[config.mk]
export PLATFORM = sky130hd
export DESIGN_NAME = lm07_read_sched
export DESIGN_NICKNAME = d
export VERILOG_FILES = /design/src/rtl/lm07_pkg.sv /design/src/rtl/lm07_interval_timer.sv /design/src/rtl/lm07_read_sched.sv
export SDC_FILE = /design/constraint.sdc
export NUM_CORES = 1
export LEC_CHECK = 0
export BUFFER_PORTS_ARGS = -buffer_cell sky130_fd_sc_hd__buf_4
export CORE_MARGIN = 2
export CORE_UTILIZATION = 35
export CTS_BUF_LIST = sky130_fd_sc_hd__clkbuf_4 sky130_fd_sc_hd__clkbuf_8
export CTS_CLUSTER_DIAMETER = 30
export DETAILED_ROUTE_END_ITERATION = 7
export PLACE_DENSITY = 0.52
export REMOVE_ABC_BUFFERS = 1
export SLEW_MARGIN = 20
export SYNTH_ARGS = -nofsm -noshare
export SYNTH_HDL_FRONTEND = slang
export SYNTH_SLANG_ARGS = --single-unit
[constraint.sdc]
create_clock -name clk -period 3.7 [get_ports clk]
set_clock_uncertainty 0.15 [all_clocks]
set_input_delay 0.37 -clock clk [delete_from_list [all_inputs] [get_ports clk]]
set_output_delay 0.37 -clock clk [all_outputs]
set_load 0.02 [all_outputs]
[src/rtl/lm07_pkg.sv]
// lm07_pkg: shared state encoding and frame geometry for the LM07/LM70
// read sequencer.
package lm07_pkg;

    typedef enum logic [2:0] {
        IDLE,
        SETUP,
        SCK_HI,
        SCK_LO,
        DONE,
        GAP
    } lm07_state_e;

    localparam int LM07_FRAME_BITS = 16;
    localparam int LM07_TEMP_MSB   = 15;
    localparam int LM07_TEMP_LSB   = 5;
    localparam int LM07_TEMP_W     = 11;

endpackage

[src/rtl/lm07_interval_timer.sv]
// lm07_interval_timer: free-running interval counter that emits a one-cycle
// tick every 'interval' enabled cycles. Any change of 'interval' restarts the
// count from zero; interval == 0 or en == 0 freezes it.
module lm07_interval_timer #(
    parameter int PERIOD_W = 16
) (
    input  logic                clk,
    input  logic                rst,
    input  logic                en,
    input  logic [PERIOD_W-1:0] interval,
    output logic                tick
);

    logic [PERIOD_W-1:0] cnt_q, cnt_d;
    logic [PERIOD_W-1:0] ival_q;

    // Next count and tick; a changed interval takes priority over counting.
    always_comb begin
        cnt_d = cnt_q;
        tick  = 1'b0;
        if (interval != ival_q) begin
            cnt_d = '0;
        end else if (en && (interval != '0)) begin
            if (cnt_q == interval - PERIOD_W'(1)) begin
                cnt_d = '0;
                tick  = 1'b1;
            end else begin
                cnt_d = cnt_q + PERIOD_W'(1);
            end
        end
    end

    // Counter and last-seen interval registers.
    always_ff @(posedge clk) begin
        if (rst) begin
            cnt_q  <= '0;
            ival_q <= '0;
        end else begin
            cnt_q  <= cnt_d;
            ival_q <= interval;
        end
    end

endmodule

[src/rtl/lm07_read_sched.sv]
// lm07_read_sched: SPI read sequencer for the LM07/LM70 temperature sensor.
// Merges periodic and single-shot read demands, clocks out one 16-bit frame
// per cs_n window and presents it on a valid/ready output with a sticky
// overrun flag.
// Build option: define LM07_AVG4_EN to make temp_q the running mean of the
// last four loaded temperatures instead of the raw frame field.
module lm07_read_sched
    import lm07_pkg::*;
#(
    parameter int CLK_DIV  = 4,
    parameter int CS_SETUP = 4,
    parameter int CS_IDLE  = 8,
    parameter int PERIOD_W = 16
) (
    input  logic                   clk,
    input  logic                   rst,
    input  logic                   en,
    input  logic [PERIOD_W-1:0]    interval,
    input  logic                   req,
    output logic                   busy,
    output logic                   cs_n,
    output logic                   sck,
    input  logic                   sio,
    output logic                   sample_valid,
    input  logic                   sample_ready,
    output logic [15:0]            sample_data,
    output logic [LM07_TEMP_W-1:0] temp_q,
    output logic                   overrun,
    input  logic                   clr_overrun
);

    localparam int CNT_MAX = (CLK_DIV > CS_SETUP) ?
                             ((CLK_DIV > CS_IDLE) ? CLK_DIV : CS_IDLE) :
                             ((CS_SETUP > CS_IDLE) ? CS_SETUP : CS_IDLE);
    localparam int CNT_W   = $clog2(CNT_MAX + 1);

    localparam logic [CNT_W-1:0] SETUP_LAST = CNT_W'(CS_SETUP - 1);
    localparam logic [CNT_W-1:0] DIV_LAST   = CNT_W'(CLK_DIV - 1);
    localparam logic [CNT_W-1:0] GAP_LAST   = CNT_W'(CS_IDLE - 1);

    lm07_state_e                state_q, state_d;
    logic [CNT_W-1:0]           cnt_q, cnt_d;
    logic [3:0]                 bit_cnt_q, bit_cnt_d;
    logic [LM07_FRAME_BITS-1:0] shift_q, shift_d;
    logic                       pending_q, pending_d;
    logic                       cs_n_q, cs_n_d;
    logic                       sck_q, sck_d;
    logic                       valid_q, valid_d;
    logic [LM07_FRAME_BITS-1:0] data_q, data_d;
    logic                       ovr_q, ovr_d;
    logic                       tick;
    logic                       start;
    logic                       load;

    lm07_interval_timer #(
        .PERIOD_W (PERIOD_W)
    ) u_timer (
        .clk      (clk),
        .rst      (rst),
        .en       (en),
        .interval (interval),
        .tick     (tick)
    );

    // Transfer sequencing: state, phase counter, bit counter, pins, shifter.
    always_comb begin
        state_d   = state_q;
        cnt_d     = cnt_q;
        bit_cnt_d = bit_cnt_q;
        shift_d   = shift_q;
        cs_n_d    = cs_n_q;
        sck_d     = sck_q;
        start     = 1'b0;
        load      = 1'b0;
        case (state_q)
            IDLE: begin
                if (pending_q && en) begin
                    state_d = SETUP;
                    cs_n_d  = 1'b0;
                    cnt_d   = '0;
                    start   = 1'b1;
                end
            end
            SETUP: begin
                if (cnt_q == SETUP_LAST) begin
                    state_d = SCK_HI;
                    sck_d   = 1'b1;
                    cnt_d   = '0;
                end else begin
                    cnt_d = cnt_q + CNT_W'(1);
                end
            end
            SCK_HI: begin
                // Sensor drives on the falling edge, so sio is settled by
                // the end of the high phase.
                if (cnt_q == DIV_LAST) begin
                    shift_d = {shift_q[LM07_FRAME_BITS-2:0], sio};
                    state_d = SCK_LO;
                    sck_d   = 1'b0;
                    cnt_d   = '0;
                end else begin
                    cnt_d = cnt_q + CNT_W'(1);
                end
            end
            SCK_LO: begin
                if (cnt_q == DIV_LAST) begin
                    cnt_d = '0;
                    if (bit_cnt_q < 4'd15) begin
                        bit_cnt_d = bit_cnt_q + 4'd1;
                        state_d   = SCK_HI;
                        sck_d     = 1'b1;
                    end else begin
                        state_d = DONE;
                    end
                end else begin
                    cnt_d = cnt_q + CNT_W'(1);
                end
            end
            DONE: begin
                cs_n_d    = 1'b1;
                load      = 1'b1;
                bit_cnt_d = '0;
                cnt_d     = '0;
                state_d   = GAP;
            end
            GAP: begin
                if (cnt_q == GAP_LAST) begin
                    state_d = IDLE;
                    cnt_d   = '0;
                end else begin
                    cnt_d = cnt_q + CNT_W'(1);
                end
            end
            default: begin
                state_d = IDLE;
                cs_n_d  = 1'b1;
                sck_d   = 1'b0;
                cnt_d   = '0;
            end
        endcase
    end

    // Demand merging and the output slot: a new demand always wins over the
    // start-of-transfer clear, and a set of overrun wins over its clear.
    always_comb begin
        pending_d = (pending_q && !start) || req || tick;
        valid_d   = valid_q;
        data_d    = data_q;
        ovr_d     = ovr_q;
        if (clr_overrun) begin
            ovr_d = 1'b0;
        end
        if (valid_q && sample_ready) begin
            valid_d = 1'b0;
        end
        if (load) begin
            valid_d = 1'b1;
            data_d  = shift_q;
            if (valid_q && !sample_ready) begin
                ovr_d = 1'b1;
            end
        end
    end

    // Control and output registers.
    always_ff @(posedge clk) begin
        if (rst) begin
            state_q   <= IDLE;
            cnt_q     <= '0;
            bit_cnt_q <= '0;
            pending_q <= 1'b0;
            cs_n_q    <= 1'b1;
            sck_q     <= 1'b0;
            valid_q   <= 1'b0;
            data_q    <= '0;
            ovr_q     <= 1'b0;
        end else begin
            state_q   <= state_d;
            cnt_q     <= cnt_d;
            bit_cnt_q <= bit_cnt_d;
            pending_q <= pending_d;
            cs_n_q    <= cs_n_d;
            sck_q     <= sck_d;
            valid_q   <= valid_d;
            data_q    <= data_d;
            ovr_q     <= ovr_d;
        end
    end

    // Shift register; every frame fully overwrites it, so it needs no reset.
    always_ff @(posedge clk) begin
        shift_q <= shift_d;
    end

    assign busy         = (state_q != IDLE) && (state_q != GAP);
    assign cs_n         = cs_n_q;
    assign sck          = sck_q;
    assign sample_valid = valid_q;
    assign sample_data  = data_q;
    assign overrun      = ovr_q;

`ifdef LM07_AVG4_EN
    logic signed [LM07_TEMP_W-1:0] hist_q [4];
    logic signed [LM07_TEMP_W-1:0] hist_d [4];
    logic signed [LM07_TEMP_W-1:0] avg_q, avg_d;
    logic signed [LM07_TEMP_W-1:0] new_temp;
    logic                          primed_q, primed_d;

    // Mean of four: 13-bit signed sum, arithmetic shift right by two.
    function automatic logic signed [LM07_TEMP_W-1:0] mean4(
        input logic signed [LM07_TEMP_W-1:0] a,
        input logic signed [LM07_TEMP_W-1:0] b,
        input logic signed [LM07_TEMP_W-1:0] c,
        input logic signed [LM07_TEMP_W-1:0] d
    );
        logic signed [LM07_TEMP_W+1:0] sum;
        logic signed [LM07_TEMP_W+1:0] shifted;
        sum = $signed({{2{a[LM07_TEMP_W-1]}}, a}) + $signed({{2{b[LM07_TEMP_W-1]}}, b}) +
              $signed({{2{c[LM07_TEMP_W-1]}}, c}) + $signed({{2{d[LM07_TEMP_W-1]}}, d});
        shifted = sum >>> 2;
        return shifted[LM07_TEMP_W-1:0];
    endfunction

    assign new_temp = $signed(shift_q[LM07_TEMP_MSB:LM07_TEMP_LSB]);

    // History update on each load; the first load fills all four slots.
    always_comb begin
        hist_d   = hist_q;
        avg_d    = avg_q;
        primed_d = primed_q;
        if (load) begin
            if (!primed_q) begin
                hist_d[0] = new_temp;
                hist_d[1] = new_temp;
                hist_d[2] = new_temp;
                hist_d[3] = new_temp;
            end else begin
                hist_d[0] = new_temp;
                hist_d[1] = hist_q[0];
                hist_d[2] = hist_q[1];
                hist_d[3] = hist_q[2];
            end
            primed_d = 1'b1;
            avg_d    = mean4(hist_d[0], hist_d[1], hist_d[2], hist_d[3]);
        end
    end

    // History and averaged-output registers.
    always_ff @(posedge clk) begin
        if (rst) begin
            for (int i = 0; i < 4; i++) begin
                hist_q[i] <= '0;
            end
            avg_q    <= '0;
            primed_q <= 1'b0;
        end else begin
            hist_q   <= hist_d;
            avg_q    <= avg_d;
            primed_q <= primed_d;
        end
    end

    assign temp_q = avg_q;
`else
    assign temp_q = data_q[LM07_TEMP_MSB:LM07_TEMP_LSB];
`endif

endmodule

==> flow_summary_export.csv <==
group,metric,value,unit
finish,multi_input_area,1837,sq um
worst_setup_path,reg2reg_from,"u_timer.ival_q[1]$_SDFF_PP0_",
logic_synthesis,synth_largest_area_cell,"dfxtp_1",
detailed_routing,first_pass_iters,4,
detailed_routing,ant_nets,0,
clocking,numCtsBuffers,9,
pwr,switching_share,0.2741,
pwr,power_density,393.2,nW/um^2
grt,grt_start_max_net_pins,50,
detailed_routing,vias,2969,
clocking,clk_latency,350,ps
placed_design,hpwlAfterDp,5.859,mm
logic_synthesis,avgSynthCellArea,9.195,sq um
worst_setup_path,path_buf_inv,2,
clocking,cts.sinks,80,
sta,rsz0062_at_grt,"no",
logic_synthesis,netlist_instances,416,
worst_setup_path,crit_chain,"buf_4 > or4_4 > or4_1 > nor3_1 > xnor2_1 > nor2_1 > buf_4 > a221oi_1",
logic_synthesis,synth.top_cell.area_share,0.3350,
grt,grt_usage,0.1555,
sta,fin_crit,2763,ps
detailed_routing,drcViolationCount,0,
sta,post-route-period-util,0.7469,
logic_synthesis,ys_top_cells_by_area,"dfxtp_1 33%, edfxtp_1 13%, xnor2_1 8.9%, nand2_1 4.7%, xor2_1 4.4%",
finish,syn_to_final_growth,16.06,%
floorplanning,fp-row-count,38,
logic_synthesis,ys_types,49,
floorplanning,die_area,11780,sq um
worst_setup_path,slowest_stage,"or4_4",
finish,layout.nets,480,
worst_hold_path,min_path_type,"in2reg",
finish,register_area,1762,sq um
sta,worst_slew_pin_slew,625.1,ps
pwr,power.internal,1.267,mW
sta,setup_viol,0,
worst_setup_path,rr_endpoint,"pending_q$_SDFF_PP0_",
logic_synthesis,ys_seq_elements,80,
worst_setup_path,crit_family,"simple AND/OR/NAND/NOR gates",
finish,fill_cells,1091,
clocking,clk_pin_slew,80,ps
logic_synthesis,synth_edf_count,16,
grt,grt_antenna_before_repair,0,
worst_setup_path,slowest_delay,540,ps
clocking,postCtsSetupBuffers,0,
sta,finalMaxSlewViolations,0,
worst_setup_path,crit_path_start,"interval[2]",
run_status,status,"completed",
worst_setup_path,cp-end-kind,"register",
detailed_routing,vias_per_cell,4.965,
clocking,cts_hold_buf,0,
logic_synthesis,synthesis.area,3825,sq um
run,max-cap-violations,0,
detailed_routing,wl,8.377,mm
worst_setup_path,critPathKind,"in2reg",
worst_setup_path,worstSetupPathDepth,8,
floorplanning,start_util,0.3560,
pwr,p_comb_frac,0.127,
floorplanning,ios,55,
worst_hold_path,hold_start,"sio",
logic_synthesis,seq_area_frac_synth,0.4606,
pwr,seqPwrFrac,0.540,
sta,tns,0,ps
clocking,clockBufferDepth,2,
floorplanning,die_h,108.5,um
logic_synthesis,synthFlopType,"dfxtp_1",
worst_setup_path,cp.required,3750,ps
floorplanning,die_width,108.5,um
clocking,h-tree-depth,3,
grt,gr-total-overflow,0,
floorplanning,core-area,10750,sq um
sta,clock.fmax,361.9,MHz
pwr,peakVddDrop,134.1,uV
grt,grt_pass1_wl,14.28,mm
placed_design,gp_congestion,0.8317,
worst_setup_path,path_common_cell,"buf_4",
worst_setup_path,worstSetupStartpointType,"input port",
worst_setup_path,reg2reg_slack,1200,ps
clocking,cts_root_buf,"clkbuf_8",
pwr,p_switching,0.4784,mW
clocking,cts_tree,"done",
clocking,cts_resized,0,
logic_synthesis,yosysWarningCount,0,
worst_setup_path,endpoint,"u_timer.cnt_q[12]$_SDFFE_PP0P_",
worst_setup_path,cp_max_fo,9,
sta,maxSlewHeadroom,0.5833,
sta,hold_violations,0,
pwr,clkPwrFrac,0.333,
placed_design,place.port_buffers,54,
grt,grt_pass1_vias,2862,
detailed_routing,wl_per_cell,14.01,um
pwr,p_leak,1.546,nW
finish,drive_above_1_share,0.1790,
worst_setup_path,r2r_cells,6,
detailed_routing,drtIter0Drc,210,
logic_synthesis,async_flop_share,0,
pwr,total_power,1.745,mW
finish,n_antenna_cell,0,
worst_setup_path,worst-endpoint-arrival,2820,ps
-- area by class of cell --
class,count,area share
clock inverters,6,0.009583
repair buffers,60,0.1015
well taps,140,0.03946
clock buffers,10,0.02959
multi-input cells,291,0.4138
inverters,11,0.009301
flip-flops and latches,80,0.3968
-- metal layers --
metal / share of wire / global-route usage / up-vias
met5: 0 / 0 / -
met4: 0.0088 / 0.05952 / 0
met3: 0.040 / 0.03918 / 7
met2: 0.45 / 0.2371 / 61
met1: 0.50 / 0.2115 / 1399
li1: - / - / 1502
-- cell usage after synthesis (all sizes together), types with 2 or more instances --
cell    instances
buf            18
mux2i           3
nand2b          5
edfxtp         16
nor2b          16
dfxtp          64
a31oi           3
nand3          11
nand4           8
a221oi          2
a211oi         15
o22ai           2
or4             3
or3             4
inv            11
clkbuf         16
nor3           19
ha              4
nand2          48
nor2           26
and3            3
xnor2          39
a21oi          29
a21o            2
nor3b           2
xor2           19
o21ai           6
nor4            7
-- registers in the layout, indices dropped and copies added, names as in the netlist --
register and count:
sample_data 16, shift_q 16, cnt_q 4, u_timer.cnt_q 16
overrun 1, pending_q 1, bit_cnt_q 4, sck 1
cs_n 1, state_q 3, u_timer.ival_q 16, sample_valid 1
-- worst min path at each step --
stage | to | slack [ps] | depth (start not counted)
floorplan | shift_q[10]$_DFFE_PP_ | 280 | 0
global placement | shift_q[1]$_DFFE_PP_ | 280 | 0
detailed placement | shift_q[4]$_DFFE_PP_ | 280 | 0
CTS | shift_q[0]$_DFFE_PP_ | 10 | 1
global route | shift_q[0]$_DFFE_PP_ | 7 | 1
finish | shift_q[0]$_DFFE_PP_ | 40 | 1
-- logic make-up after synthesis --
| group | share of synthesized area |
|---|---|
| AOI/OAI and AO/OA | 0.1214 |
| xor gates and xnor gates | 0.1328 |
| adders and majority gates | 0.01309 |
| buffers and inverters | 0.06182 |
| DFF | 0.4606 |
| muxes | 0.007851 |
| and+or+nand+nor | 0.2025 |
-- metrics by stage --
| step | util | worst slack [ps] | hold slack (ps) | std cells | instance area (sq um) |
|---|---|---|---|---|---|
| after floorplan | - | 749.7 | 276.2 | 382 | 3630 |
| after global placement | 0.3969 | 662.0 | 282.1 | 582 | 4265 |
| after detailed placement | 0.3969 | 576.9 | 282.0 | 582 | 4265 |
| after CTS | 0.4131 | 983.3 | 14.71 | 598 | 4439 |
| after global routing | 0.4131 | 843.1 | 7.094 | 598 | 4439 |
| final | 0.4131 | 936.6 | 37.98 | 598 | 4439 |
-- cells in the final DEF (no fill, tap or decap), drive strengths merged, types with 3 or more instances in the layout --
master and count:
or3 4, a21oi 29, o21ai 6, nand3 11, ha 4, xnor2 39, inv 13, dfxtp 64
nand4 8, nor4 7, nand2b 5, nand2 48, nor2 26, or4 3, mux2i 3, clkinv 3
a211oi 15, nor3 19, edfxtp 16, a31oi 3, nor2b 16, and3 3, xor2 19, clkbuf 10
buf 60
-- power by group through the flow --
| stage | Sequential (mW) | Clock [mW] | Combinational [mW] |
|---|---|---|---|
| 2_1_floorplan | 0.962 | 0 | 0.127 |
| 3_3_place_gp | 0.962 | 0 | 0.221 |
| 3_5_place_dp | 0.963 | 0 | 0.223 |
| 4_1_cts | 0.943 | 0.601 | 0.224 |
| 5_1_grt | 0.948 | 0.647 | 0.251 |
| 6_report | 0.942 | 0.582 | 0.221 |
Note: power is estimated with default switching activity, not from simulation.
